$ cat src/rtl/demux8_deserializer.sv
// Registered 1-to-8 demultiplexer / deserializer: reassembles serial bits into a byte,
// either by an internal slot counter (auto mode) or by an explicit slot index (addressed mode).
module demux8_deserializer #(
   parameter int unsigned REVERSE   = 0,
   parameter int unsigned DUP_CHECK = 1
) (
   input  logic       clk,
   input  logic       reset,
   input  logic       din,
   input  logic       din_valid,
   input  logic       addr_mode,
   input  logic [2:0] sel,
   input  logic       clear,
   output logic [7:0] Q,
   output logic       byte_done,
   output logic [2:0] bit_idx,
   output logic       busy,
   output logic       dup_err
);

   logic [7:0] shadow_q, shadow_d;
   logic [7:0] wmask_q, wmask_d;
   logic [7:0] q_q, q_d;
   logic [2:0] cnt_q, cnt_d;
   logic       mode_q;
   logic       byte_done_q, byte_done_d;
   logic       dup_err_q, dup_err_d;

   logic       abort;
   logic [2:0] slot;
   logic [7:0] merged;
   logic [7:0] wmask_set;
   logic [3:0] fill_cnt;

   always_comb begin
      // A mode change behaves exactly like clear so a frame never mixes both slot schemes.
      abort     = clear || (addr_mode != mode_q);
      slot      = (REVERSE != 0) ? (3'd7 - cnt_q) : cnt_q;
      merged    = shadow_q;
      wmask_set = wmask_q;
      if (mode_q) begin
         merged[sel]    = din;
         wmask_set[sel] = 1'b1;
      end else begin
         merged[slot] = din;
      end

      shadow_d    = shadow_q;
      wmask_d     = wmask_q;
      cnt_d       = cnt_q;
      q_d         = q_q;
      dup_err_d   = dup_err_q;
      byte_done_d = 1'b0;

      if (abort) begin
         shadow_d = 8'h00;
         wmask_d  = 8'h00;
         cnt_d    = 3'd0;
      end else if (din_valid) begin
         if (!mode_q) begin
            cnt_d = cnt_q + 3'd1;
            if (cnt_q == 3'd7) begin
               q_d         = merged;
               byte_done_d = 1'b1;
               shadow_d    = 8'h00;
            end else begin
               shadow_d = merged;
            end
         end else begin
            if (wmask_q[sel] && (DUP_CHECK != 0)) begin
               dup_err_d = 1'b1;
            end
            if (&wmask_set) begin
               q_d         = merged;
               byte_done_d = 1'b1;
               shadow_d    = 8'h00;
               wmask_d     = 8'h00;
            end else begin
               shadow_d = merged;
               wmask_d  = wmask_set;
            end
         end
      end
   end

   always_comb begin
      fill_cnt = 4'd0;
      for (int i = 0; i < 8; i++) begin
         fill_cnt = fill_cnt + {3'd0, wmask_q[i]};
      end
   end

   always_ff @(posedge clk) begin
      if (reset) begin
         shadow_q    <= 8'h00;
         wmask_q     <= 8'h00;
         cnt_q       <= 3'd0;
         q_q         <= 8'h00;
         byte_done_q <= 1'b0;
         dup_err_q   <= 1'b0;
         mode_q      <= addr_mode;
      end else begin
         shadow_q    <= shadow_d;
         wmask_q     <= wmask_d;
         cnt_q       <= cnt_d;
         q_q         <= q_d;
         byte_done_q <= byte_done_d;
         dup_err_q   <= dup_err_d;
         mode_q      <= addr_mode;
      end
   end

   assign Q         = q_q;
   assign byte_done = byte_done_q;
   assign bit_idx   = mode_q ? fill_cnt[2:0] : cnt_q;
   assign busy      = mode_q ? (|wmask_q) : (|cnt_q);
   assign dup_err   = (DUP_CHECK != 0) ? dup_err_q : 1'b0;

endmodule

$ cat config.mk
export PLATFORM = sky130hd
export DESIGN_NAME = demux8_deserializer
export DESIGN_NICKNAME = d
export VERILOG_FILES = /design/src/rtl/demux8_deserializer.sv
export SDC_FILE = /design/constraint.sdc
export NUM_CORES = 1
export LEC_CHECK = 0
export CORE_AREA = 2 2 65 67
export CTS_BUF_LIST = sky130_fd_sc_hd__clkbuf_8
export DETAILED_ROUTE_END_ITERATION = 8
export DIE_AREA = 0 0 67 69
export GPL_TIMING_DRIVEN = 0
export PLACE_DENSITY = 0.81
export SLEW_MARGIN = 20
export SYNTH_ARGS = -nofsm -noshare
export SYNTH_HDL_FRONTEND = slang
export SYNTH_SLANG_ARGS = --single-unit
$ cat constraint.sdc
create_clock -name clk -period 3.97 [get_ports clk]
set_input_delay 0.9925 -clock clk [delete_from_list [all_inputs] [get_ports clk]]
set_output_delay 0.9925 -clock clk [all_outputs]
set_load 0.05 [all_outputs]
# --- Word-level counts from Yosys, hierarchy flattened ---
# Index checks and enable logic that the tools add are counted.
totals:
  ff_bits: 30
  in_bits: 9
  output_inout_bits: 14
  wordCells: 61
classes:
  order_cmp: 4
  mux: 22
  bitwise_logic: 4
  eq_ne: 3
  n_reduce_logical: 13
  add_sub_neg: 8
op_table:
  columns: ["op", "count"]
  rows:
  - ["two-way mux 8 bit", 9]
  - ["bitwise mux 8 bit", 2]
  - ["adder 3 x 1 -> 3 bit", 5]
  - ["less-than comparator 3 x 4 -> 1 bit, second input constant", 2]
  - ["bitwise OR 8 bit", 1]
  - ["AND reduction 4 bit", 2]
  - ["AND reduction 8 bit", 1]
  - ["OR reduction 8 bit", 1]
  - ["two-way mux 1 bit", 7]
  - ["demux 1 bit (select 3 bit)", 2]
  - ["greater-or-equal comparator 3 x 1 -> 1 bit, second input constant", 2]
  - ["OR reduction 3 bit", 2]
  - ["AND reduction 2 bit", 2]
  - ["adder 2 x 1 -> 3 bit", 1]
  - ["adder 3 x 1 -> 3 bit, second input constant", 1]
  - ["binary-select mux 1 bit (select 3 bit)", 1]
  - ["equality test 3 bit, second input constant", 1]
  - ["two-way mux 3 bit", 1]
  - ["NOT 1 bit", 3]
  - ["adder 1 x 1 -> 2 bit", 1]
  - ["logical AND 1 bit", 2]
  - ["!= test 2 x 1 -> 1 bit, second input constant", 1]
  - ["nonzero test 2 bit", 1]
  - ["OR reduction 2 bit", 1]
  - ["other kinds (2)", 2]

# --- Logic depth before layout (Yosys ltp) ---
logic_depth:
  word_depth: 9
  ltp_mapped: 9
  ltp_nobuf: 9

# --- Least setup slack after synthesis ---
# OpenSTA, ideal clock, no wires.
synth_timing:
  kind: "reg-to-output"
  startpoint: "register wmask_q[0]"
  endpoint: "output bit_idx[2]"
  t_required_ps: 2978
  n_path_buf: 0
  path_slack_ps: -386
  arrival_time_ps: 3363
  path_stages_with_launch: 10
  path_cell_list: "dfxtp_1 > inv_1 > fa_1 > fa_1 > fa_1 > inv_1 > ha_1 > fa_1 > xnor2_1 > a21oi_1"
synth_between:
  elab_chain_len: 8
synth_rtl:
  columns: ["element", "line", "text"]
  rows:
  - ["from (decl)", "22", "logic [7:0] wmask_q, wmask_d;"]
  - ["from (signal assigned)", "104", "wmask_q <= wmask_d;"]
  - ["adder 1 x 1 -> 2 bit", "89", "fill_cnt = fill_cnt + {3'd0, wmask_q[i]};"]
  - ["adder 2 x 1 -> 3 bit", "89", null]
  - ["adder 3 x 1 -> 3 bit (5 in a row)", "89", null]
  - ["two-way mux 3 bit", "115", "assign bit_idx = mode_q ? fill_cnt[2:0] : cnt_q;"]
  - ["to (decl)", "16", "output logic [2:0] bit_idx,"]
# Every way passes these cells.

# --- Worst setup path after layout ---
layout_timing:
  startpoint: "register wmask_q[3]"
  endpoint: "output bit_idx[1]"
layout_between:
  elab_chain_len: 6
layout_rtl:
  columns: ["element", "line"]
  rows:
  - ["adder 3 x 1 -> 3 bit (5 in a row)", "89"]
  - ["two-way mux 3 bit", "115"]
# Every way passes these cells.

==> results.yml <==
power_and_ir_drop:
  p_leak_nw: 0.937
  power.density_mw_per_mm2: 249
  peakVddDrop_uv: 234
global_route:
  antenna_found_initial: 0
  grt_use_total: 0.295
  overflow: 0
  grt_pass1_wl_mm: 10.4
  grt_max_degree: 11
  first_global_vias: 2097
synthesis:
  ys_seq_area_frac: 0.265
  syn_nets: 284
  ys_seq_elements: 30
  synthCells: 265
  synth_cell_types: 47
  ys_warn_count: 0
  synthArstFlopShare: 0
  synth_enable_flop_cells: 0
  synth_area_mm2: 0.00227
  ys.flop_type: "dfxtp_1"
  synth.avg_cell_area_um2: 8.55
placement:
  dpl_cell_area_mm2: 0.00255
  port_buffers: 21
  dpl.cell_count: 336
  place.gp.congestion: 0.949
  place_worst_setup_slack_ps: -773
  dpl.hpwl_mm: 4.54
finish:
  layout_commonest_cell: "dfxtp_1"
  fin_cells: 347
  fin_nets: 315
  drive_gt1_frac: 0.205
  diodes: 0
  area_delta_synth_final_pct: 18.2
  fin_area_mm2: 0.00268
  mostFrequentLayoutCells: "dfxtp_1, mux2_2, nor2_1"
timing:
  skew_ps: 6.89
  drv_slew: 0
  max_slew_margin: 0.370
  fin_ws_ps: -246
  grt_setup_unrepaired: "true"
  period_needed_ps: 4220
  fmax_mhz: 237
  setup_viol: 2
  period_share: 1.06
  finalSetupTns_ps: -445
  worstMarginPinSlew_ps: 938
  hold_viol_final: 0
worst_setup_path:
  r2r_setup_slack_ps: 1680
  r2r-end: "Q[6]"
  crit_path_max_incr_delay_ps: 550
  worstPathRequired_ps: 2980
  critPathKind: "reg -> out"
  cp_top_family: "adder cells"
  cp-start-kind: "flip-flop"
  critical_path_buf_inv_count: 3
  rr_worst_depth: 7
  crit_chain: "inv_2 -> fa_1 -> fa_1 -> fa_1 -> inv_1 -> ha_2 -> fa_2 -> nand2_2 -> o21ai_2 -> buf_6"
  crit_slowest_cell: "fa_1"
  timing.rr.start: "cnt_q[1]"
  worst_ep_arrival_time_ps: 3220
  cp_max_fo: 2
  cp-end-kind: "primary output"
  path_common_cell: "fa_1"
cts:
  cts_hold_buffers: 0
  worstSkewPairLatency_ps: 300
  cts.path.max_buffers: 2
  cts_tree: "built"
  cts.sinks: 30
  cts-root-buf: "clkbuf_8"
  htreeDepth: 2
  cts_made_buffers: 5
  clk_pin_slew_worst_paths_ps: 70
routing:
  vias: 2214
  routed_via_density: 6.38
  wl_per_cell_um: 17.9
  drtIter0Drc: 225
  drt.antenna.violating_nets: 0
  drt_wl_total_mm: 6.20
  drt_drc_violations_left: 0
  dr.pass1.iters: 4
worst_hold_path:
  min-delay-start: "dup_err"
  hp-class: "reg -> reg"
  whs_path_depth: 2
  whs_endpoint: "dup_err"
floorplan:
  coreArea_mm2: 0.00391
  die_w_um: 67
  num_rows: 23
  pin_count: 23
  die-area_mm2: 0.00462
  start_util: 0.579
  dieHeight_um: 69
outcome:
  violations: "negative setup slack"
  outcome: "finished, violations left"
flow_run:
  max_cap_viol_count: 0
power breakdown:
group	internal, W	switching, W
sequential	0.000304	0.00000315
combinational	0.0000379	0.0000606
clock	0.000139	0.000123
per-stage QoR:
stage / hold slack [ps] / total power, W / util
6_report: 484 / 0.000667 / 0.684
2_1_floorplan: 476 / 0.000378 / -
5_1_grt: 505 / 0.000695 / 0.684
3_5_place_dp: 474 / 0.000410 / 0.651
3_3_place_gp: 453 / 0.000409 / 0.651
4_1_cts: 489 / 0.000669 / 0.684
kinds of logic (layout without fill, tap and decap cells):
| logic type | Yosys count | after routing | share of synthesized area |
|---|---|---|---|
| fa+ha+maj | 10 | 10 | 0.0685 |
| simple gates | 90 | 90 | 0.229 |
| xor+xnor | 2 | 2 | 0.00773 |
| buf+inv | 35 | 67 | 0.0696 |
| mux | 30 | 30 | 0.157 |
| flops | 30 | 30 | 0.265 |
| compound gates | 68 | 68 | 0.204 |
flip-flops by register name, summed over array words and instances, names as in the netlist:
register   count
wmask_q        8
dup_err        1
cnt_q          3
Q              8
mode_q         1
shadow_q       8
byte_done      1
synthesized netlist by cell type, drive strengths merged (3+ instances only):
library cell,instances,area [µm²]
or4b,8,80.1
nor3,4,20.0
nor4b,3,26.3
nand3b,5,37.5
dfxtp,30,601
o2111ai,8,70.1
a21oi,9,45.0
mux2i,4,40.0
a32oi,9,78.8
mux2,24,270
buf,8,56.3
a31oi,9,56.3
nand3,14,70.1
fa,4,80.1
clkbuf,12,45.0
o211ai,8,60.1
o21ai,18,90.1
nor3b,5,42.5
nand2,14,52.6
nor2,22,82.6
ha,6,75.1
nor2b,5,31.3
inv,14,52.6
timing repair:
action	CTS	global route
endpoints found under the hold margin	0	0
pin swaps	2	2
buffers inserted	3	0
endpoints found under the setup margin	3	4
gates resized for setup	28	3
final cells by class:
type                            instances  area, µm²
Timing Repair Buffer                   24        233
Tap cell                               50       62.6
Inverter                               15       56.3
Sequential cell                        30        607
Buffer                                 20        103
Fill cell                             347       1230
Clock buffer                            6       82.6
Clock inverter                          2       12.5
Multi-Input combinational cell        200       1520
tightest hold or removal path: cells and delay by family, from the launching register on:
kind,cells,cell delay (ps)
and+or+nand+nor,2,120
DFF,1,330
how the worst max path moves through the flow:
stage,startpoint,endpoint,slack [ps],cells past startpoint
floorplan,wmask_q[0],bit_idx[2],-90,9
finish,wmask_q[3],bit_idx[1],-250,10
detailed placement,wmask_q[0],bit_idx[2],-770,10
CTS,wmask_q[3],bit_idx[1],-310,10
global placement,wmask_q[0],bit_idx[2],-700,10
global route,wmask_q[3],bit_idx[1],-370,10
per-layer routing:
layer,vias up,GRT usage,part of all wire
met2,96,0.461,0.49
met1,1040,0.389,0.42
met5,-,0,0
met3,19,0.0620,0.062
met4,0,0.118,0.029
li1,1059,-,-
(Power assumes the default switching activity.)
